$ cat config.mk
export PLATFORM = sky130hd
export DESIGN_NAME = gs_sequencer
export DESIGN_NICKNAME = d
export VERILOG_FILES = /design/src/rtl/gs_pkg.sv /design/src/rtl/gs_iter_counter.sv /design/src/rtl/gs_sequencer.sv
export SDC_FILE = /design/constraint.sdc
export NUM_CORES = 1
export LEC_CHECK = 0
export CAP_MARGIN = 20
export CORE_ASPECT_RATIO = 1.2
export CORE_MARGIN = 1
export CORE_UTILIZATION = 30
export CTS_CLUSTER_DIAMETER = 30
export DETAILED_ROUTE_END_ITERATION = 8
export PLACE_DENSITY_LB_ADDON = 0.15
export SLEW_MARGIN = 10
export SYNTH_ARGS = -nofsm -noshare
export SYNTH_HDL_FRONTEND = slang
export SYNTH_SLANG_ARGS = --single-unit
$ cat constraint.sdc
create_clock -name clk -period 2.15 [get_ports clk]
set_input_delay 0.215 -clock clk [delete_from_list [all_inputs] [get_ports clk]]
set_output_delay 0.215 -clock clk [all_outputs]
set_load 0.02 [all_outputs]
$ cat src/rtl/gs_pkg.sv
// rtl/gs_pkg.sv - shared types and constants for the Goldschmidt sequencer
//
// Purpose: FSM state type, multiplier operand select encodings, operation
// encoding and the default refinement iteration count.
package gs_pkg;

  localparam int ITERS_DEFAULT = 4;

  localparam logic [1:0] OP_DIV = 2'b00;

  // Multiplier A operand selects
  localparam logic [1:0] SEL_A_N    = 2'b00;
  localparam logic [1:0] SEL_A_D    = 2'b01;
  localparam logic [1:0] SEL_A_INIT = 2'b11;

  // Multiplier B operand selects
  localparam logic [1:0] SEL_B_K    = 2'b00;
  localparam logic [1:0] SEL_B_DK   = 2'b01;
  localparam logic [1:0] SEL_B_ONE  = 2'b11;

  typedef enum logic [2:0] {
    S_IDLE,
    S_LOAD,
    S_CALC_K,
    S_MUL_N,
    S_MUL_D,
    S_MUL_D2,
    S_FINAL,
    S_DONE
  } gs_state_t;

endpackage

$ cat src/rtl/gs_iter_counter.sv
// rtl/gs_iter_counter.sv - Goldschmidt refinement iteration counter
//
// Purpose: counts completed refinement iterations.
// Ports:
//   clk, reset (async, active-low)
//   clr  - synchronous clear to 0 (takes priority over inc)
//   inc  - count up by one
//   last - terminal-count flag: the next increment reaches ITERS
module gs_iter_counter #(
  parameter int ITERS = 4,
  parameter int CNT_W = 4
) (
  input  logic clk,
  input  logic reset,
  input  logic clr,
  input  logic inc,
  output logic last
);

  logic [CNT_W-1:0] count;

  always_ff @(posedge clk or negedge reset) begin
    if (!reset) begin
      count <= '0;
    end else if (clr) begin
      count <= '0;
    end else if (inc) begin
      count <= count + 1'b1;
    end
  end

  // Flag is raised one increment early so the FSM can pick FINAL on the
  // same edge the count reaches ITERS; the count therefore never passes ITERS.
  assign last = (count == CNT_W'(ITERS - 1));

endmodule

$ cat src/rtl/gs_sequencer.sv
// rtl/gs_sequencer.sv - shared divide/square-root Goldschmidt control FSM
//
// Purpose: sequences the mantissa datapath through load, ITERS refinement
// iterations and final quotient/root capture, for divide or square root.
// Ports:
//   clk, reset (async, active-low)
//   start, op        - request and operation (00 divide, else square root)
//   ready, busy, done - status; done is a one-cycle completion pulse
//   op_q             - operation latched at acceptance, to the datapath
//   sA, sB           - multiplier operand selects
//   enableN, enableD, enableK, enableQD - datapath register load enables
module gs_sequencer
  import gs_pkg::*;
#(
  parameter int ITERS = ITERS_DEFAULT,
  parameter int CNT_W = 4
) (
  input  logic       clk,
  input  logic       reset,
  input  logic       start,
  input  logic [1:0] op,
  output logic       ready,
  output logic       busy,
  output logic       done,
  output logic [1:0] op_q,
  output logic [1:0] sA,
  output logic [1:0] sB,
  output logic       enableN,
  output logic       enableD,
  output logic       enableK,
  output logic       enableQD
);

  gs_state_t state;
  gs_state_t next_state;

  logic accept;
  logic iter_end;
  logic last_iter;

  assign accept = (state == S_IDLE) && start;

  // Divide finishes an iteration after MUL_D; square root needs the extra
  // D*K*K step in MUL_D2.
  assign iter_end = ((state == S_MUL_D) && (op_q == OP_DIV)) || (state == S_MUL_D2);

  gs_iter_counter #(
    .ITERS(ITERS),
    .CNT_W(CNT_W)
  ) u_iter_counter (
    .clk  (clk),
    .reset(reset),
    .clr  (accept),
    .inc  (iter_end),
    .last (last_iter)
  );

  always_ff @(posedge clk or negedge reset) begin
    if (!reset) begin
      state <= S_IDLE;
      op_q  <= OP_DIV;
    end else begin
      state <= next_state;
      if (accept) begin
        op_q <= op;
      end
    end
  end

  always_comb begin
    next_state = state;
    ready      = 1'b0;
    busy       = 1'b1;
    done       = 1'b0;
    sA         = SEL_A_N;
    sB         = SEL_B_K;
    enableN    = 1'b0;
    enableD    = 1'b0;
    enableK    = 1'b0;
    enableQD   = 1'b0;

    case (state)
      S_IDLE: begin
        ready = 1'b1;
        busy  = 1'b0;
        if (start) begin
          next_state = S_LOAD;
        end
      end
      S_LOAD: begin
        sA         = SEL_A_INIT;
        sB         = SEL_B_ONE;
        enableN    = 1'b1;
        enableD    = 1'b1;
        next_state = S_CALC_K;
      end
      S_CALC_K: begin
        enableK    = 1'b1;
        next_state = S_MUL_N;
      end
      S_MUL_N: begin
        sA         = SEL_A_N;
        sB         = SEL_B_K;
        enableN    = 1'b1;
        next_state = S_MUL_D;
      end
      S_MUL_D: begin
        sA      = SEL_A_D;
        sB      = SEL_B_K;
        enableD = 1'b1;
        if (op_q != OP_DIV) begin
          next_state = S_MUL_D2;
        end else begin
          next_state = last_iter ? S_FINAL : S_CALC_K;
        end
      end
      S_MUL_D2: begin
        sA         = SEL_A_D;
        sB         = SEL_B_DK;
        enableD    = 1'b1;
        next_state = last_iter ? S_FINAL : S_CALC_K;
      end
      S_FINAL: begin
        enableQD   = 1'b1;
        next_state = S_DONE;
      end
      S_DONE: begin
        busy       = 1'b0;
        done       = 1'b1;
        next_state = S_IDLE;
      end
      default: begin
        next_state = S_IDLE;
      end
    endcase
  end

endmodule
==> results.json, run 1 <==
{
  "io_pins": 18,
  "critPathLaunchType": "flip-flop",
  "cts_root_buffer": "clkbuf_4",
  "period_minus_slack_ns": 1.99,
  "dp.cells": 88,
  "firstDrtPassIters": 4,
  "grt_max_degree": 15,
  "crit_type": "flip-flop to output port",
  "grt_pass1_wl_um": 1930,
  "cap_violations": 0,
  "syn_avg_cell_area_um2": 9.28,
  "hpwl_um": 860,
  "synth.top_cell.area_share": 0.419,
  "place.gp.congestion": 0.647,
  "synth_seq_cells": 9,
  "p_leak_nw": 0.305,
  "ys_warn_count": 0,
  "die_height_um": 48.4,
  "peakVddDrop_mv": 0.756,
  "hold_class": "primary input to asynchronous set/reset pin",
  "wl_per_cell_um": 12.4,
  "critPathMaxFanout": 12,
  "drtAntennaViolNets": 0,
  "placed_area_um2": 703,
  "synth_top_cell_by_area": "dfrtp_1",
  "n_antenna_cell": 0,
  "finClkSkew_ns": 0.00302,
  "clk_latency_ns": 0.26,
  "syn-num-nets": 64,
  "cp.arrival_ns": 1.78,
  "maxSlewViolCount": 0,
  "finalHoldViolCount": 0,
  "fillers": 178,
  "synth_seq_area_share": 0.419,
  "final_area_um2": 736,
  "num_rows": 16,
  "grt_usage": 0.143,
  "period_share": 0.926,
  "grt_setup_unrepaired": "false",
  "syn_to_final_growth_pct": 36.7,
  "via_count": 469,
  "cts_made_buffers": 3,
  "tightest_slew_ns": 0.402,
  "drt-total-wl_um": 1140,
  "core_area_um2": 1660,
  "finalSetupViolCount": 0,
  "drc": 0,
  "cts_buffer_depth": 2,
  "r2r_start": "state[2]",
  "grt_antenna_before_repair": 0,
  "cts_hold_buf": 0,
  "critPathLaunch": "state[1]",
  "syn_inst": 58,
  "fin_cells": 92,
  "nets": 81,
  "die_w_um": 40.7,
  "slew_headroom": 0.731,
  "synthTopCellsByArea": "dfrtp_1 42%, mux2_4 5.6%, o21ai_0 4.7%",
  "portBuffers": 17,
  "clk_transition_reported_paths_ns": 0.06,
  "cts.sinks": 9,
  "synth_area_um2": 538,
  "critPathCaptureType": "output port",
  "fin_hold_ws_ns": 0.252,
  "synth_cell_type_count": 25,
  "cts_tree": "built",
  "h-tree-depth": 1,
  "drive_gt1_frac": 0.122,
  "required_ns": 1.93,
  "drtIter0Drc": 5,
  "die_area_um2": 1970,
  "power.density_nw_per_um2": 1640,
  "grt_pass1_vias": 425,
  "grt-ovfl-total": 0,
  "fmax_ghz": 0.502,
  "viasPerCell": 5.10,
  "outcome": "finished clean",
  "setup_tns_ns": 0,
  "start_util": 0.324,
  "power_mw": 1.21
}
==> report_power, final <==
| part | internal [mW] | switching, mW | total [mW] | leakage, nW |
|---|---|---|---|---|
| Clock | 0.0714 | 0.0563 | 0.128 | 0.0150 |
| Sequential | 0.249 | 0.146 | 0.394 | 0.111 |
| Combinational | 0.360 | 0.326 | 0.685 | 0.179 |
==> synth_stat cells <==
library cell  n
a21oi_1       4
and2_1        3
and3_1        1
buf_2         1
buf_4         2
clkbuf_1      2
dfrtp_1       9
ha_1          1
inv_1         1
mux2_4        2
mux2i_1       2
nand2_1       3
nand2b_1      1
nand3_1       3
nor2_1        5
nor2b_1       3
nor3_1        3
nor4b_1       1
o21ai_0       5
o21ba_2       1
o21bai_1      1
or3_1         1
or3b_1        1
or4b_4        1
xnor2_1       1
==> cell usage in the layout, fill, tap and decap left out <==
cell / instances
clkbuf_1: 1
o21ai_0: 5
ha_1: 1
nand3_1: 3
nor2_1: 5
and3_1: 1
nand2b_1: 1
nand2_1: 3
inv_1: 1
o21ba_2: 1
dfrtp_1: 8
dfrtp_2: 1
nor3_1: 2
clkdlybuf4s50_1: 17
mux2_4: 2
mux2i_1: 2
or3b_1: 1
o21bai_1: 1
nor2b_1: 3
nor3_2: 1
clkbuf_4: 3
xnor2_1: 1
nor4b_1: 1
or3_1: 1
a21oi_1: 4
or4b_4: 1
and2_1: 3
==> stage by stage <==
| stage | util | setup slack (ns) |
|---|---|---|
| floorplan | - | 0.403 |
| global placement | 0.423 | 0.431 |
| detailed placement | 0.423 | 0.403 |
| CTS | 0.439 | 0.105 |
| global route | 0.443 | 0.0723 |
| finish | 0.443 | 0.158 |
==> worst max-delay path: stages, from the launching register on <==
cell and delay (ns):
dfrtp_1 0.56, inv_1 0.15, nor3_1 0.19, clkdlybuf4s50_1 0.63
==> path summary, 6_finish.rpt <==
| check | to | slack [ns] | cells after the start |
|---|---|---|---|
| setup / recovery | enableK | 0.16 | 3 |
| min in group clk | u_iter_counter.count[3] | 0.48 | 1 |
| setup reg to reg | op_q[0] | 0.57 | 2 |
| max in group asynchronous | state[0] | 1.59 | 1 |
| hold reg to reg | u_iter_counter.count[3] | 0.48 | 1 |
| hold / removal | u_iter_counter.count[2] | 0.25 | 1 |
==> cell type report <==
| type | count | area (um2) | share of cell area |
|---|---|---|---|
| clock buffer | 4 | 26.3 | 0.0357 |
| tap | 18 | 22.5 | 0.0306 |
| sequential | 9 | 226 | 0.308 |
| timing repair buffer | 17 | 170 | 0.231 |
| inverter | 1 | 3.75 | 0.00510 |
| multi-input combinational | 43 | 287 | 0.389 |
==> state kept, by name, summed over array words and instances, names as in the netlist <==
register	cells
u_iter_counter.count	4
state	3
op_q	2
==> cells by family (layout without fill, tap and decap cells) <==
kind of cell | count (synthesis) | in the layout | synth area share
xor+xnor | 1 | 1 | 0.0163
simple gates | 26 | 26 | 0.274
buf+inv | 6 | 22 | 0.0581
flops | 9 | 9 | 0.419
fa+ha+maj | 1 | 1 | 0.0233
compound gates | 11 | 11 | 0.116
mux | 4 | 4 | 0.0930
==> timing repair <==
| action | 4_1_cts | 5_1_grt |
|---|---|---|
| endpoints found under the setup margin | 0 | 1 |
| gates resized for setup | 0 | 2 |
| setup buffers | 0 | 0 |
==> per-layer routing <==
layer | track usage | share of wire
met5 | 0 | 0
met4 | 0.100 | 0.018
met3 | 0.0275 | 0.043
met2 | 0.190 | 0.48
met1 | 0.198 | 0.45
(Power assumes the default switching activity.)
==> run 2: changes to the inputs <==
--- a/config.mk
+++ b/config.mk
@@ -16,3 +16,4 @@
 export SYNTH_ARGS = -nofsm -noshare
 export SYNTH_HDL_FRONTEND = slang
 export SYNTH_SLANG_ARGS = --single-unit
+export TNS_END_PERCENT = 100
==> constraint.sdc (replaced) <==
create_clock -name clk -period 2.2 [get_ports clk]
set_input_delay 0.22 -clock clk [delete_from_list [all_inputs] [get_ports clk]]
set_output_delay 0.22 -clock clk [all_outputs]
set_load 0.02 [all_outputs]
==> run 2 against run 1 <==
Net effect: sequential share of layout area up 0.092 points; critical path depth down 1; largest cell class unchanged; critical path type unchanged; combinational power down 2%; register-to-register slack better by 0.05 ns.
==> results.json, run 2 (same netlist as run 1, synthesis figures left out) <==
{
  "drive_gt1_frac": 0.0946,
  "cts_resized": 0,
  "period_share": 0.921,
  "largest_register": "u_iter_counter.count",
  "power_mw": 1.17,
  "slew_headroom": 0.731,
  "setup_tns_ns": 0,
  "largest_reg_flops": 4,
  "cts.sinks": 9,
  "finClkSkew_ns": 0.00284,
  "reg.largest.list": "u_iter_counter.count x4, state x3, op_q x2",
  "die_w_um": 40.7,
  "power.density_nw_per_um2": 1600,
  "drt-total-wl_um": 1140,
  "layout_common_cells": "17 x clkdlybuf4s50_1, 9 x dfrtp_1, 5 x nor2_1, 5 x o21ai_0, 4 x a21oi_1",
  "grt_pass1_wl_um": 1930,
  "postCtsSetupBuffers": 0,
  "clk_transition_reported_paths_ns": 0.06,
  "outcome": "finished clean",
  "place.gp.congestion": 0.647,
  "fmax_ghz": 0.494,
  "cap_violations": 0,
  "cp.arrival_ns": 1.81,
  "fin_util": 0.439,
  "viasPerCell": 5.09,
  "cts_hold_buf": 0,
  "hold_class": "primary input to asynchronous set/reset pin",
  "critPathMaxFanout": 13,
  "finalSetupViolCount": 0,
  "period_minus_slack_ns": 2.03,
  "critPathLaunchType": "flip-flop",
  "nets": 81,
  "grt_setup_unrepaired": "false",
  "fillers": 179,
  "slowest_delay_ns": 0.67,
  "drtAntennaViolNets": 0,
  "final_common_cell": "clkdlybuf4s50_1",
  "grt-ovfl-total": 0,
  "n_antenna_cell": 0,
  "grt_max_degree": 15,
  "crit_chain": "nor3_1 > clkdlybuf4s50_1",
  "grt_pass1_vias": 425,
  "crit_type": "flip-flop to output port",
  "portBuffers": 17,
  "clk_latency_ns": 0.25,
  "cts_buffer_depth": 2,
  "p_leak_nw": 0.305,
  "core_area_um2": 1660,
  "io_pins": 18,
  "cts_made_buffers": 3,
  "critPathCaptureType": "output port",
  "maxSlewViolCount": 0,
  "h-tree-depth": 1,
  "hpwl_um": 860,
  "required_ns": 1.98,
  "crit_path_top_delay_cell": "clkdlybuf4s50_1",
  "drtIter0Drc": 4,
  "grt_antenna_before_repair": 0,
  "num_rows": 16,
  "firstDrtPassIters": 2,
  "wl_per_cell_um": 12.3,
  "syn_to_final_growth_pct": 35.6,
  "cts_tree": "built",
  "cts_root_buffer": "clkbuf_4",
  "via_count": 468,
  "start_util": 0.324,
  "grt_usage": 0.143,
  "finalHoldViolCount": 0,
  "peakVddDrop_mv": 0.735,
  "die_area_um2": 1970,
  "tightest_slew_ns": 0.402,
  "drc": 0,
  "die_height_um": 48.4
}
-- run 2: path summary, 6_finish.rpt --
path	cells past startpoint	endpoint	from	slack (ns)
max	2	ready	state[2]	0.17
min	1	u_iter_counter.count[2]	reset	0.26
max reg2reg	2	op_q[0]	state[2]	0.62
min reg2reg	1	u_iter_counter.count[3]	u_iter_counter.count[3]	0.48
max in group asynchronous	1	state[0]	reset	1.66
min in group clk	1	u_iter_counter.count[3]	u_iter_counter.count[3]	0.48
-- run 2: critical path, delay by kind of cell (launching register included) --
kind	cells	cell delay (ns)
simple gates	1	0.37
buf+inv	1	0.67
flops	1	0.51
-- run 2: power by group --
group	internal (mW)	switching [mW]
Sequential	0.241	0.136
Clock	0.0697	0.0545
Combinational	0.349	0.319
Total	0.660	0.509
-- run 2: layout make-up --
cell class | count | area (um2) | share of cell area
sequential | 9 | 225 | 0.309
timing repair buffer | 17 | 170 | 0.233
multi-input combinational | 43 | 282 | 0.386
tap | 18 | 22.5 | 0.0309
inverter | 1 | 3.75 | 0.00515
clock buffer | 4 | 26.3 | 0.0360
-- run 2: metrics by stage --
stage               cells  area (um2)  worst slack (ns)  hold slack [ns]
floorplan              58         538             0.448          -0.0756
global placement       88         703             0.476            0.479
detailed placement     88         703             0.448            0.478
CTS                    92         729             0.150            0.268
global route           92         729            0.0307            0.297
finish                 92         729             0.174            0.258
-- run 2: layer usage --
| layer | GRT usage | part of all wire | wire (um) |
|---|---|---|---|
| met1 | 0.198 | 0.45 | 513 |
| met2 | 0.190 | 0.49 | 551 |
| met3 | 0.0275 | 0.043 | 49 |
| met4 | 0.100 | 0.018 | 21 |
| met5 | 0 | 0 | 0 |
==> patch 1 (flow settings as in run 2) <==
`CNT_W` is set to 4 in 2 places; all go to 3.
--- a/src/rtl/gs_iter_counter.sv
+++ b/src/rtl/gs_iter_counter.sv
@@ -8,7 +8,7 @@
 //   last - terminal-count flag: the next increment reaches ITERS
 module gs_iter_counter #(
   parameter int ITERS = 4,
-  parameter int CNT_W = 4
+  parameter int CNT_W = 3
 ) (
   input  logic clk,
   input  logic reset,
--- a/src/rtl/gs_sequencer.sv
+++ b/src/rtl/gs_sequencer.sv
@@ -13,7 +13,7 @@
   import gs_pkg::*;
 #(
   parameter int ITERS = ITERS_DEFAULT,
-  parameter int CNT_W = 4
+  parameter int CNT_W = 3
 ) (
   input  logic       clk,
   input  logic       reset,
Check against the original RTL: same outputs for any inputs over 10 cycles, from zero or initial values and one cycle with reset low; that may be too few to reach the edited logic, so the function may still have changed.
==> patch 1 against run 2 <==
- final area decreased by 9.9%
- utilization increased by 0.97 points
- sequential power decreased by 11%
- die area decreased by 11%
- total power decreased by 6.7%
- routed wire length decreased by 25%
- clock power decreased by 11%
- sequential cell count decreased by 1
- area after synthesis decreased by 12%
- setup slack improved by 0.037 ns
- critical endpoint is now sB[1]
- largest power group unchanged
==> patch 1: results (changes against run 2) <==
\begin{tabular}{lr}
\hline
Metric & Value \\
\hline
\multicolumn{2}{l}{\textbf{Global route}} \\
Wire length of the first global-routing pass & 1490 um (-23\%) \\
Overall routing resource usage & 12.3\% (-1.9 points) \\
Vias in the first global route & 354 (-17\%) \\
Pin count of the biggest net entering global routing & 14 (-1) \\
\multicolumn{2}{l}{\textbf{Drt}} \\
Met1 WL & 419 um (-18\%) \\
Number of vias after detailed routing & 385 (-18\%) \\
Routed wire length on met2 & 382 um (-31\%) \\
Average wire length per cell after detail routing & 10.4 um (-16\%) \\
Number of DRC markers after the initial detailed-route iteration & 7 (+3) \\
Met3 Routed Length & 42 um (-14\%) \\
\multicolumn{2}{l}{\textbf{Synthesis}} \\
Number of distinct standard cells referenced by the synthesized netlist & 24 (-4.0\%) \\
Cell types occupying the most area after synthesis & sky130\_fd\_sc\_hd\_\_dfrtp\_1, sky130\_fd\_sc\_hd\_\_mux2i\_1, sky130\_fd\_sc\_hd\_\_mux2\_4, sky130\_fd\_sc\_hd\_\_ha\_1, sky130\_fd\_sc\_hd\_\_nor2\_1 \\
Synth Net Count & 58 (-9.4\%) \\
Cells after synthesis & 51 (-12\%) \\
\multicolumn{2}{l}{\textbf{Worst setup path}} \\
Data arrival, critical path & 1.77 ns (-0.04 ns) \\
\multicolumn{2}{l}{\textbf{STA}} \\
Worst-margin pin slew & 0.376 ns (-0.0258 ns) \\
Post-route clock skew & 0.00517 ns (+0.00233 ns) \\
\multicolumn{2}{l}{\textbf{Place}} \\
Number of cells in the design after placement & 79 (-10\%) \\
Post-DP HPWL & 633 um (-26\%) \\
Final weighted congestion of routability-driven global placement & 0.638 (-1.4\%) \\
\multicolumn{2}{l}{\textbf{Power and ir drop}} \\
Max rail drop VDD & 0.536 mV (-27\%) \\
Static leakage & 0.316 nW (+3.8\%) \\
Pint & 0.620 mW (-6.1\%) \\
\multicolumn{2}{l}{\textbf{Final layout}} \\
Registers with the highest flip-flop counts & state x3, u\_iter\_counter.count x3, op\_q x2 \\
Number of nets in the layout & 74 (-8.6\%) \\
\multicolumn{2}{l}{\textbf{Outcome}} \\
Result of the run & finished clean \\
\hline
\end{tabular}
==> patch 1: cell count changes after synthesis, moves of 2 or more <==
cell                             run 2  this run
sky130_fd_sc_hd__and2_1              3         1
sky130_fd_sc_hd__inv_1               1         4
sky130_fd_sc_hd__nand3_1             3         1
sky130_fd_sc_hd__o21ai_0             5         1
sky130_fd_sc_hd__a21oi_1             4         2
==> patch 1: final cells by class <==
cell class	count	area share, %
multi-input cells	33	34.7
inverters	4	2.29
clock buffers	3	3.43
flip-flops and latches	8	30.5
repair buffers	17	25.9
well taps	17	3.24
==> patch 1: routing by layer <==
layer / vias up / global-route usage, %
met1: 173 / 15.8
li1: 194 / -
met5: - / 0
met4: 0 / 8.57
met2: 16 / 19.0
met3: 2 / 1.47
==> patch 1: metrics by stage <==
step	instance area [um^2]	power (mW)	util [%]	hold WS [ns]
detailed placement	634	0.992	43.3	0.476
floorplan	474	0.748	-	-0.0756
global route	657	1.20	44.9	0.280
global placement	634	0.987	43.3	0.481
CTS	657	1.11	44.9	0.266
finish	657	1.09	44.9	0.249
==> patch 1: cell families (layout without fill, tap and decap cells) <==
| logic type | Yosys count | in the layout | synth area share, % |
|---|---|---|---|
| AO/OA/AOI/OAI | 7 | 7 | 9.76 |
| XOR/XNOR | 1 | 1 | 1.85 |
| adder cells (fa/ha/maj) | 2 | 2 | 5.28 |
| buffers and inverters | 10 | 24 | 9.76 |
| flip-flops | 8 | 8 | 42.2 |
| multiplexers | 5 | 5 | 12.7 |
| AND/OR/NAND/NOR | 18 | 18 | 18.5 |
==> patch 1: worst paths after layout <==
kind | startpoint | to | slack [ns]
setup / recovery | state[0]$_DFFE_PN0P_ | sB[1] | 0.21
hold / removal | reset | u_iter_counter.count[0]$_DFFE_PN0P_ | 0.25
setup reg to reg | state[2]$_DFFE_PN0P_ | op_q[1]$_DFFE_PN0P_ | 0.55
hold reg to reg | u_iter_counter.count[0]$_DFFE_PN0P_ | u_iter_counter.count[0]$_DFFE_PN0P_ | 0.48
max in group asynchronous | reset | u_iter_counter.count[1]$_DFFE_PN0P_ | 1.68
min in group clk | u_iter_counter.count[0]$_DFFE_PN0P_ | u_iter_counter.count[0]$_DFFE_PN0P_ | 0.48
==> patch 1: worst reg2reg max path: stages (launching register included) <==
cell and delay [ns]:
sky130_fd_sc_hd__dfrtp_1 0.50, sky130_fd_sc_hd__or4b_1 0.70, sky130_fd_sc_hd__mux2_4 0.34
==> patch 1: power groups by stage <==
| stage | registers (mW) | logic (mW) | clock network [mW] |
|---|---|---|---|
| floorplan | 0.286 | 0.462 | 0 |
| global placement | 0.339 | 0.649 | 0 |
| detailed placement | 0.339 | 0.653 | 0 |
| CTS | 0.337 | 0.654 | 0.119 |
| global route | 0.358 | 0.714 | 0.123 |
| finish | 0.335 | 0.646 | 0.110 |
==> patch 2 (settings of run 2) <==
Made on the original files. Re-encode `gs_state_t` (8 states) as one-hot, 8 bits wide.
--- a/src/rtl/gs_pkg.sv
+++ b/src/rtl/gs_pkg.sv
@@ -18,15 +18,15 @@
   localparam logic [1:0] SEL_B_DK   = 2'b01;
   localparam logic [1:0] SEL_B_ONE  = 2'b11;
 
-  typedef enum logic [2:0] {
-    S_IDLE,
-    S_LOAD,
-    S_CALC_K,
-    S_MUL_N,
-    S_MUL_D,
-    S_MUL_D2,
-    S_FINAL,
-    S_DONE
+  typedef enum logic [7:0] {
+    S_IDLE   = 8'b00000001,
+    S_LOAD   = 8'b00000010,
+    S_CALC_K = 8'b00000100,
+    S_MUL_N  = 8'b00001000,
+    S_MUL_D  = 8'b00010000,
+    S_MUL_D2 = 8'b00100000,
+    S_FINAL  = 8'b01000000,
+    S_DONE   = 8'b10000000
   } gs_state_t;
 
 endpackage
Behaviour: same outputs for any inputs over 10 cycles, from zero or initial values and one cycle with reset low; not proved beyond that.
==> patch 2 against run 2 <==
- total power fell by 11%
- combinational power shrank 23%
- final area is 40% higher
- sequential cell count increased by 5
- area after synthesis is 45% higher
- count of clock-buffer cells in the layout stayed put
- routed wire length up 39%
- via count is 29% higher
- setup slack got worse by 0.024 ns
- die area is 42% higher
- largest power group unchanged
- highest routed layer unchanged
==> patch 2: results (changes against run 2) <==
\begin{tabular}{lr}
\hline
Metric & Value \\
\hline
\multicolumn{2}{l}{\textbf{Synthesis}} \\
Synth Net Count & 72 (+13\%) \\
Cell types occupying the most area after synthesis & sky130\_fd\_sc\_hd\_\_dfrtp\_1, sky130\_fd\_sc\_hd\_\_and4b\_1, sky130\_fd\_sc\_hd\_\_nor4\_4, sky130\_fd\_sc\_hd\_\_nor2\_1, sky130\_fd\_sc\_hd\_\_mux2\_4 \\
Number of distinct standard cells referenced by the synthesized netlist & 29 (+16\%) \\
Leading post-synthesis cells by instance count & sky130\_fd\_sc\_hd\_\_dfrtp\_1, sky130\_fd\_sc\_hd\_\_nor2\_1, sky130\_fd\_sc\_hd\_\_and4b\_1 \\
Syn\_area\_per\_cell & 11.8 um\^{}2 (+27\%) \\
\multicolumn{2}{l}{\textbf{Clocking}} \\
Clock input transition at the sequential cells of the worst setup and hold paths & 0.09 ns (+0.03 ns) \\
Clk\_lat worst skew & 0.27 ns (+0.02 ns) \\
\multicolumn{2}{l}{\textbf{Final layout}} \\
Number of nets in the layout & 97 (+20\%) \\
Reg area & 353 um\^{}2 (+57\%) \\
Proportion of layout cells with a drive suffix above 1 & 23.3\% (+14 points) \\
Filler cells & 247 (+38\%) \\
\multicolumn{2}{l}{\textbf{Worst setup path}} \\
Cell family with the largest share of critical-path delay & simple AND/OR/NAND/NOR gates \\
Slowest stage delay, CP & 0.46 ns (-0.21 ns) \\
\multicolumn{2}{l}{\textbf{Global route}} \\
Vias in the first global route & 586 (+38\%) \\
Wire length of the first global-routing pass & 2660 um (+38\%) \\
Overall routing resource usage & 12.6\% (-1.7 points) \\
\multicolumn{2}{l}{\textbf{Drt}} \\
Sum of routed wire length over all layers & 1570 um (+39\%) \\
Number of vias after detailed routing & 602 (+29\%) \\
Average wire length per cell after detail routing & 13.0 um (+5.3\%) \\
\multicolumn{2}{l}{\textbf{STA}} \\
Post-route clock skew & 0.00673 ns (+0.00389 ns) \\
Normalized max-slew margin & 55.4\% (-18 points) \\
\multicolumn{2}{l}{\textbf{Outcome}} \\
Result of the run & finished clean \\
\multicolumn{2}{l}{\textbf{Place}} \\
Final weighted congestion of routability-driven global placement & 0.794 (+23\%) \\
\multicolumn{2}{l}{\textbf{Power and ir drop}} \\
Net switching power & 0.411 mW (-19\%) \\
Max rail drop VDD & 0.489 mV (-33\%) \\
\hline
\end{tabular}
## patch 2: changes by cell type in the layout (fill, tap and decap cells not counted), moves of 4 or more
cell,delta
sky130_fd_sc_hd__dlygate4sd2_1,+11
sky130_fd_sc_hd__buf_4,+5
sky130_fd_sc_hd__and4b_1,+5
sky130_fd_sc_hd__a21oi_1,-4
sky130_fd_sc_hd__clkdlybuf4s50_1,-11
sky130_fd_sc_hd__nor2_1,+4
## patch 2: routing by layer
| layer | wire length (um) | track usage [%] | vias up | part of all wire, % |
|---|---|---|---|---|
| li1 | - | - | 291 | - |
| met1 | 727 | 15.5 | 298 | 46 |
| met2 | 787 | 21.7 | 11 | 50 |
| met3 | 46 | 1.84 | 2 | 2.9 |
| met4 | 13 | 6.30 | 0 | 0.83 |
| met5 | 0 | 0 | - | 0 |
## patch 2: final timing paths
path                                                           from                                  end  slack, ns  cells after the start
worst min register to register  u_iter_counter.count[1]$_DFFE_PN0P_  u_iter_counter.count[1]$_DFFE_PN0P_       0.56                      2
worst max register to register                 state[4]$_DFFE_PN0P_                  op_q[0]$_DFFE_PN0P_       0.38                      5
worst max-delay path                           state[4]$_DFFE_PN0P_                                 busy       0.15                      5
min in group clk                u_iter_counter.count[1]$_DFFE_PN0P_  u_iter_counter.count[1]$_DFFE_PN0P_       0.56                      2
max in group asynchronous                                     reset                 state[4]$_DFFE_PN0P_       1.39                      1
worst min-delay path                                          reset                 state[7]$_DFFE_PN0P_       0.34                      1
## patch 2: worst register-to-register path, cell delays in order (launching register included)
cell and delay, ns:
sky130_fd_sc_hd__dfrtp_2 0.46, sky130_fd_sc_hd__nor4_4 0.30, sky130_fd_sc_hd__buf_4 0.17, sky130_fd_sc_hd__and4b_4 0.26, sky130_fd_sc_hd__and2_4 0.21, sky130_fd_sc_hd__mux2_4 0.31
## patch 2: cell families after synthesis
| kind of cell | count (synthesis) | share of synthesized area [%] |
|---|---|---|
| compound gates | 7 | 7.88 |
| xor+xnor | 3 | 3.38 |
| fa+ha+maj | 1 | 1.61 |
| buf+inv | 5 | 3.86 |
| flops | 14 | 45.2 |
| mux | 3 | 5.14 |
| simple gates | 33 | 33.0 |
## patch 2: layout make-up
class	count	area share, %
repair buffers	22	19.0
flip-flops and latches	14	34.6
clock buffers	4	2.58
multi-input cells	47	38.9
inverters	3	1.10
well taps	31	3.80
## patch 2: power by group through the flow
stage	registers, mW	logic [mW]	clock network (mW)
floorplan	0.391	0.328	0
global placement	0.378	0.563	0
detailed placement	0.378	0.569	0
CTS	0.374	0.526	0.159
global route	0.383	0.561	0.168
finish	0.373	0.516	0.149
## patch 2: what timing repair did
action	4_1_cts	5_1_grt
endpoints found under the setup margin	11	3
resized for setup	12	1
hold buffers	0	0
pin swaps	0	0
